<file path="config.mk">
export PLATFORM = sky130hd
export DESIGN_NAME = huffman_stream_decoder
export DESIGN_NICKNAME = d
export VERILOG_FILES = /design/src/rtl/huffman_pkg.sv /design/src/rtl/huffman_code_matcher.sv /design/src/rtl/huffman_stream_decoder.sv
export SDC_FILE = /design/constraint.sdc
export NUM_CORES = 1
export LEC_CHECK = 0
export ABC_AREA = 1
export CORE_UTILIZATION = 55
export DETAILED_ROUTE_END_ITERATION = 8
export GPL_ROUTABILITY_DRIVEN = 0
export PLACE_DENSITY = 0.78
export SETUP_SLACK_MARGIN = 0.02
export SYNTH_ARGS = -nofsm -noshare
export SYNTH_HDL_FRONTEND = slang
export SYNTH_SLANG_ARGS = --single-unit
</file>
<file path="constraint.sdc">
create_clock -name clk -period 6.7 [get_ports clk]
set_input_delay 0.67 -clock clk [delete_from_list [all_inputs] [get_ports clk]]
set_output_delay 0.67 -clock clk [all_outputs]
set_load 0.05 [all_outputs]
</file>
<file path="src/rtl/huffman_pkg.sv">
`default_nettype none
// ==== huffman_pkg : sizes, FSM states and table entry type for the Huffman stream decoder (rev 1.0) ====
package huffman_pkg;

  localparam int NUM_CODES   = 10;
  localparam int MAX_LEN     = 9;
  localparam int NUM_SYMBOLS = 256;
  localparam int SYM_W       = 4;
  localparam int LEN_W       = 4;
  localparam int IDX_W       = 9;

  typedef enum logic [2:0] {
    IDLE,
    TABLE,
    DATA,
    DONE,
    ERROR
  } dec_state_t;

  // Codes are right-aligned: the first received bit sits at position len-1.
  typedef struct packed {
    logic [MAX_LEN-1:0] code;
    logic [LEN_W-1:0]   len;
  } code_entry_t;

endpackage
`default_nettype wire

</file>
<file path="src/rtl/huffman_code_matcher.sv">
`default_nettype none
// ==== huffman_code_matcher : combinational table lookup, lowest matching symbol wins (rev 1.0) ====
module huffman_code_matcher
  import huffman_pkg::*;
(
  input  code_entry_t [NUM_CODES-1:0] entries,
  input  logic [MAX_LEN-1:0]          cand,
  input  logic [LEN_W-1:0]            clen,
  output logic                        hit,
  output logic [SYM_W-1:0]            sym
);

  logic [MAX_LEN-1:0] mask;

  always_comb begin
    mask = '0;
    for (int b = 0; b < MAX_LEN; b++) begin
      mask[b] = (LEN_W'(b) < clen);
    end
  end

  // Scan from the top so the lowest index overwrites any higher duplicate.
  always_comb begin
    hit = 1'b0;
    sym = '0;
    for (int i = NUM_CODES - 1; i >= 0; i--) begin
      if ((entries[i].len == clen) && ((entries[i].code & mask) == (cand & mask))) begin
        hit = 1'b1;
        sym = SYM_W'(i);
      end
    end
  end

endmodule
`default_nettype wire

</file>
<file path="src/rtl/huffman_stream_decoder.sv">
`default_nettype none
// ==== huffman_stream_decoder : learns a 10-entry code table, then prefix-decodes a symbol frame (rev 1.0) ====
module huffman_stream_decoder
  import huffman_pkg::*;
(
  input  logic             clk,
  input  logic             rst_n,
  input  logic             start,
  input  logic             bit_valid,
  input  logic             bit_data,
  input  logic             sym_end,
  output logic             sym_valid,
  output logic [SYM_W-1:0] sym_out,
  output logic [IDX_W-1:0] sym_index,
  output logic             table_ready,
  output logic             done,
  output logic             err
);

  localparam logic [LEN_W-1:0] LEN_MAX  = LEN_W'(MAX_LEN);
  localparam logic [3:0]       LAST_TBL = 4'(NUM_CODES - 1);
  localparam logic [IDX_W-1:0] LAST_SYM = IDX_W'(NUM_SYMBOLS - 1);
  localparam logic [IDX_W-1:0] CNT_SAT  = IDX_W'(NUM_SYMBOLS);

  dec_state_t                  state, state_next;
  code_entry_t [NUM_CODES-1:0] tbl;
  logic [MAX_LEN-1:0]          acc;
  logic [LEN_W-1:0]            acc_len;
  logic [3:0]                  tbl_idx;
  logic [IDX_W-1:0]            data_cnt;

  logic [MAX_LEN-1:0] cand;
  logic [LEN_W-1:0]   clen;
  logic               hit;
  logic [SYM_W-1:0]   hit_sym;
  logic               acc_keep, tbl_store, data_hit, go_err;

  assign cand = {acc[MAX_LEN-2:0], bit_data};
  assign clen = acc_len + 1'b1;

  huffman_code_matcher u_matcher (
    .entries (tbl),
    .cand    (cand),
    .clen    (clen),
    .hit     (hit),
    .sym     (hit_sym)
  );

  always_ff @(posedge clk) begin
    if (!rst_n) state <= IDLE;
    else        state <= state_next;
  end

  always_comb begin
    state_next = state;
    acc_keep   = 1'b0;
    tbl_store  = 1'b0;
    data_hit   = 1'b0;
    go_err     = 1'b0;
    if (start) begin
      state_next = TABLE;
    end else if (bit_valid) begin
      case (state)
        TABLE: begin
          // A 10th bit cannot fit in the accumulator, with or without sym_end.
          if (acc_len == LEN_MAX) begin
            go_err     = 1'b1;
            state_next = ERROR;
          end else if (sym_end) begin
            tbl_store = 1'b1;
            if (tbl_idx == LAST_TBL) state_next = DATA;
          end else begin
            acc_keep = 1'b1;
          end
        end
        DATA: begin
          if (hit) begin
            data_hit = 1'b1;
            if (data_cnt == LAST_SYM) state_next = DONE;
          end else if (clen == LEN_MAX) begin
            go_err     = 1'b1;
            state_next = ERROR;
          end else begin
            acc_keep = 1'b1;
          end
        end
        default: ;
      endcase
    end
  end

  always_ff @(posedge clk) begin
    if (!rst_n || start) begin
      tbl         <= '0;
      acc         <= '0;
      acc_len     <= '0;
      tbl_idx     <= '0;
      data_cnt    <= '0;
      sym_valid   <= 1'b0;
      sym_out     <= '0;
      sym_index   <= '0;
      table_ready <= 1'b0;
      done        <= 1'b0;
      err         <= 1'b0;
    end else begin
      sym_valid <= 1'b0;
      if (acc_keep) begin
        acc     <= cand;
        acc_len <= clen;
      end
      if (tbl_store) begin
        tbl[tbl_idx] <= '{code: cand, len: clen};
        acc          <= '0;
        acc_len      <= '0;
        tbl_idx      <= tbl_idx + 1'b1;
        if (tbl_idx == LAST_TBL) table_ready <= 1'b1;
      end
      if (data_hit) begin
        sym_valid <= 1'b1;
        sym_out   <= hit_sym;
        sym_index <= data_cnt;
        acc       <= '0;
        acc_len   <= '0;
        if (data_cnt != CNT_SAT)  data_cnt <= data_cnt + 1'b1;
        if (data_cnt == LAST_SYM) done     <= 1'b1;
      end
      if (go_err) err <= 1'b1;
    end
  end

endmodule
`default_nettype wire

</file>
# Word-level counts from Yosys, hierarchy flattened
# Cells that the tools add are included.
[word_totals]
output_inout_bits = 17
elab_cells = 171
reg_bits = 175
inputBits = 6
[op_classes]
n_eq_ne = 35
n_mux = 55
bitwise = 12
add_sub_neg = 3
n_reduce_logical = 23
n_lt_le_gt_ge = 11
[op_table]
columns = ["op", "count"]
rows = [
  ["bitwise mux 130 bit", 1],
  ["bitwise AND 9 bit", 11],
  ["== test 9 bit", 10],
  ["demux 13 bit (select 4 bit)", 1],
  ["== test 4 bit", 10],
  ["2-to-1 mux 4 bit", 10],
  ["2-to-1 mux 1 bit", 33],
  ["2-to-1 mux 3 bit", 6],
  ["< comparator 3 x 4 -> 1 bit (first input constant)", 4],
  ["!= test 4 bit (second input constant)", 4],
  ["2-to-1 mux 13 bit", 1],
  ["== test 4 bit (second input constant)", 3],
  ["!= test 3 bit (second input constant)", 4],
  ["AND reduction 6 bit", 2],
  ["logical AND 1 bit", 11],
  ["adder 9 x 1 -> 9 bit (second input constant)", 1],
  ["== test 9 x 8 -> 1 bit (second input constant)", 1],
  ["!= test 9 bit (second input constant)", 1],
  ["adder 4 x 1 -> 4 bit (second input constant)", 2],
  ["< comparator 1 x 4 -> 1 bit (first input constant)", 2],
  ["< comparator 2 x 4 -> 1 bit (first input constant)", 2],
  ["one-hot mux 3 bit (2 select lines)", 1],
  ["AND reduction 2 bit", 3],
  ["< comparator 4 x 5 -> 1 bit (second input constant)", 1],
  ["other kinds (12)", 14],
]

# Logic depth before layout (Yosys ltp)
[logic_depth]
word_depth = 20
depth_mapped = 24
mapped_depth_nobuf = 22

# By module
# From an unflattened synthesis, not the netlist that was laid out.
[unflattened]
hier_cells = 1319
hier_area_um2 = 9034.9
[by_module_without_submodules]
columns = ["module", "cells_per_inst", "seq_area_each_um2", "area_per_inst_um2", "n_inst"]
rows = [
  ["huffman_stream_decoder", 854, 3503.4, 6765.2, 1],
  ["huffman_code_matcher", 465, 0.0, 2269.7, 1],
]

# Worst setup path before layout
# Ideal clock, no wire load.
[synth_timing]
kind = "register to register"
startpoint = "register acc_len[0]"
endpoint = "register acc_len[2]"
setup_ns = 0.116
n_path_buf = 3
stages_incl_launch_ff = 24
arrival_ns = 2.683
slack_ns = 3.902
required_ns = 6.584
synth_period_minus_slack_ns = 2.798
path_cell_list = "dfxtp_1 -> buf_4 -> inv_1 -> ha_1 -> inv_2 -> clkbuf_1 -> nand2_1 -> nand2_1 -> nor2_1 -> nand3_1 -> nor2_1 -> nand2_1 -> nor2_1 -> nand2_1 -> nor2_1 -> nor2_1 -> nand2_1 -> nor2_1 -> nand4_2 -> nand2_2 -> nand2_1 -> clkbuf_2 -> o21ai_1 -> nor2_1"
[synth_via]
elab_chain_len = 20
elab_cells_between_ends = 78
classes_between = "1 x add/sub; 9 x order compare; 22 x eq/ne; 24 x mux; 11 x bitwise; 11 x reduce/logical"
[synth_rtl]
columns = ["element", "line", "text"]
rows = [
  ["from (decl)", "huffman_stream_decoder.sv:28", "logic [LEN_W-1:0] acc_len;"],
  ["from (signal assigned)", "huffman_stream_decoder.sv:109", "acc_len <= clen;"],
  ["adder 4 x 1 -> 4 bit *", "huffman_stream_decoder.sv:39", "assign clen = acc_len + 1'b1;"],
  ["named net clen[0]", "huffman_stream_decoder.sv:33", "logic [LEN_W-1:0] clen;"],
  ["< comparator 1 x 4 -> 1 bit (tied with other cells)", "huffman_code_matcher.sv:18", "mask[b] = (LEN_W'(b) < clen);"],
  ["bitwise AND 9 bit", "huffman_code_matcher.sv:27", "if ((entries[i].len == clen) && ((entries[i].code & mask) == (cand & mask))) begin"],
  ["== test 9 bit", "huffman_code_matcher.sv:27", ""],
  ["logical AND 1 bit", "huffman_code_matcher.sv:27", ""],
  ["2-to-1 mux 1 bit (10 in a row)", "huffman_code_matcher.sv:27", ""],
  ["2-to-1 mux 1 bit", "huffman_stream_decoder.sv:77", "if (hit) begin"],
  ["2-to-1 mux 1 bit", "huffman_stream_decoder.sv:63", "case (state)"],
  ["2-to-1 mux 1 bit", "huffman_stream_decoder.sv:62", "end else if (bit_valid) begin"],
  ["2-to-1 mux 1 bit", "huffman_stream_decoder.sv:60", "if (start) begin"],
  ["OR reduction 3 bit (no source line)", "-", ""],
]
# Mark *: on every way through the listed nets, which the timed path passes. The rest lies on a longest branch.
# A chain may end at the register's enable or synchronous reset.

# Worst setup path in the final report
[layout_timing]
startpoint = "register acc_len[0]"
endpoint = "register acc_len[1]"
# The elaborated chain is that of the path after synthesis.

==> impl_metrics.env <==
export IMPL_status="completed"
export IMPL_netlist_top_cells_area="dfxtp_1, nand2_1, o21ai_0"
export IMPL_crit_path_end_kind="flip-flop"
export IMPL_relSlewSlack_pct=25.2
export IMPL_grt_use_total_pct=28.1
export IMPL_drt_iter0_markers=981
export IMPL_clkLatencyLatePin_ns=0.44
export IMPL_wl_um=23700
export IMPL_worst_pin_slew_ns=1.12
export IMPL_arrival_ns=5.12
export IMPL_post_cts_resize_count=0
export IMPL_cp_max_fo=29
export IMPL_synth_fp_nets=1402
export IMPL_root_buffer="clkbuf_16"
export IMPL_synthCells=1385
export IMPL_row_count=46
export IMPL_die_h_um=131
export IMPL_worstPathRequired_ns=7.02
export IMPL_mostFrequentLayoutCells="nand2_1, nor2_1, dfxtp_1"
export IMPL_cts_tree="yes"
export IMPL_synth_avg_cell_area_sq_um=6.63
export IMPL_nets=1373
export IMPL_hold_viol=0
export IMPL_finalSetupTns_ns=0
export IMPL_cts_clk_slew_worst_paths_ns=0.07
export IMPL_timing_max_cap_violations=0
export IMPL_ys_ff_latch=175
export IMPL_cts_buffers=17
export IMPL_io_buffers=22
export IMPL_htreeDepth=4
export IMPL_grt_pass1_vias=7773
export IMPL_clockBufferDepth=2
export IMPL_setup_ws_ns=1.90
export IMPL_grt_start_max_net_pins=67
export IMPL_post_route_drc_count=0
export IMPL_synth_area_sq_mm=0.00919
export IMPL_grt_pass1_wl_um=39000
export IMPL_die_area_sq_mm=0.0172
export IMPL_ys_seq_area_share_pct=38.1
export IMPL_fmax_ghz=0.208
export IMPL_start_util_pct=57.0
export IMPL_drive_gt1_share_pct=5.62
export IMPL_overflow=0
export IMPL_holdCritPathClass="flip-flop to flip-flop"
export IMPL_ir_drop_mv=0.232
export IMPL_via_per_inst=5.53
export IMPL_synth_top_area_share_pct=38.1
export IMPL_cts_sinks=175
export IMPL_powerDensity_mw_per_mm2=218
export IMPL_synth_cell_types=34
export IMPL_boundaryPins=23
export IMPL_coreArea_sq_mm=0.0161
export IMPL_antenna_found_initial=0
export IMPL_final_common_cell="nand2_1"
export IMPL_diodes=0
export IMPL_critical_path_class="flip-flop to flip-flop"
export IMPL_die_x_um=131
export IMPL_cp_start_kind="flip-flop"
export IMPL_area_delta_synth_final_pct=9.65
export IMPL_drtAntennaViolNets=0
export IMPL_yosys_warnings=0
export IMPL_setup_viol=0
export IMPL_fill_cells=1471
export IMPL_via_count=8766
export IMPL_p_leak_nw=4.31
export IMPL_period_minus_slack_ns=4.80
export IMPL_finalClockSkew_ns=0.0103
export IMPL_postCtsHoldBufs=0
export IMPL_yosysTopAreaCell="dfxtp_1"
export IMPL_rsz0062_at_grt="no"
export IMPL_post_place_ws_ns=2.10
export IMPL_drv_slew=0
export IMPL_fin_crit_sh_pct=71.6
export IMPL_post_cts_setup_buffers=0
export IMPL_firstDrtPassIters=5
export IMPL_wire_per_inst_um=15.0
export IMPL_dp_hpwl_um=15400
cell usage after synthesis:
cell type and instances:
nor2_2 1, dfxtp_1 175, xor2_1 31, nand4_2 2, o2111a_1 1, nor2_1 183
o21a_1 2, nand2_4 3, inv_2 4, nor3_1 12, ha_1 11, o211ai_1 1
o22ai_1 1, o21ai_1 15, a21oi_1 134, clkinv_1 4, nand3_1 130, buf_6 4
inv_1 144, nand2_8 1, nand3_2 6, nand4_1 10, nand2_1 246, nor2_4 4
nand3b_1 7, buf_4 7, nor4_1 1, buf_1 5, buf_2 16, nand2_2 7
xnor2_1 6, o21ai_0 161, clkbuf_2 1, clkbuf_1 49
per-layer routing:
layer / GRT usage (%) / up-vias / part of all wire (%) / wire length (um)
li1: - / 4419 / - / -
met1: 38.6 / 3961 / 46 / 10900
met2: 42.8 / 337 / 43 / 10200
met3: 6.60 / 49 / 8.1 / 1930
met4: 10.7 / 0 / 2.9 / 699
met5: 0 / - / 0 / 0
worst max-delay path: stages (launching register included):
cell and delay [ns]:
dfxtp_1 0.99, inv_1 0.34, ha_1 0.72, nand2_1 0.12, nand2_1 0.59, nand3_1 0.21
nand2_1 0.11, nor2_1 0.05, nand2_1 0.06, nor2_1 0.06, nor2_1 0.10, nand2_1 0.12
nor2_1 0.19, nand4_2 0.16, nand2_2 0.24, nand2_1 0.30, o21ai_0 0.27, nor2_1 0.05
stage by stage:
stage	area [sq um]	hold slack [ns]	utilization (%)	power [mW]	instances
detailed placement	9450	0.444	58.6	1.15	1553
global placement	9450	0.429	58.6	1.15	1553
finish	10100	0.458	62.5	2.20	1585
global route	10100	0.481	62.5	2.25	1585
CTS	10100	0.460	62.5	2.20	1585
floorplan	9190	0.435	-	1.13	1385
area by class of cell:
class,count,area (sq um),share of cell area [%]
clock inverters,9,158,1.56
well taps,216,270,2.68
inverters,152,571,5.66
multi-input cells,976,4800,47.6
repair buffers,34,310,3.08
clock buffers,23,468,4.64
flip-flops and latches,175,3500,34.8
state kept, by name, summed over array words and instances (netlist names), 3 cells and up:
| register | flops |
|---|---|
| acc_len | 4 |
| tbl_idx | 4 |
| tbl | 130 |
| sym_index | 9 |
| sym_out | 4 |
| state | 3 |
| acc | 8 |
| data_cnt | 9 |
power breakdown:
| group | internal, mW | switching [mW] |
|---|---|---|
| logic | 0.0218 | 0.0586 |
| clock network | 0.645 | 0.423 |
| registers | 1.04 | 0.00388 |
logic make-up (layout without fill, tap and decap cells):
| group | after synthesis | after routing | synth area share [%] |
|---|---|---|---|
| compound gates | 315 | 315 | 17.3 |
| buf+inv | 234 | 218 | 10.4 |
| fa+ha+maj | 11 | 11 | 1.50 |
| simple gates | 613 | 613 | 29.1 |
| xor+xnor | 37 | 37 | 3.53 |
| flops | 175 | 175 | 38.1 |
path summary, 6_finish.rpt:
| kind | slack [ns] | to | start | depth (start not counted) |
|---|---|---|---|---|
| setup / recovery | 1.90 | acc_len[1] | acc_len[0] | 17 |
| hold / removal | 0.46 | sym_index[3] | sym_index[3] | 2 |
| hold reg to reg | 0.46 | sym_index[3] | sym_index[3] | 2 |
| setup reg to reg | 1.90 | acc_len[1] | acc_len[0] | 17 |
(Power assumes the default switching activity.)
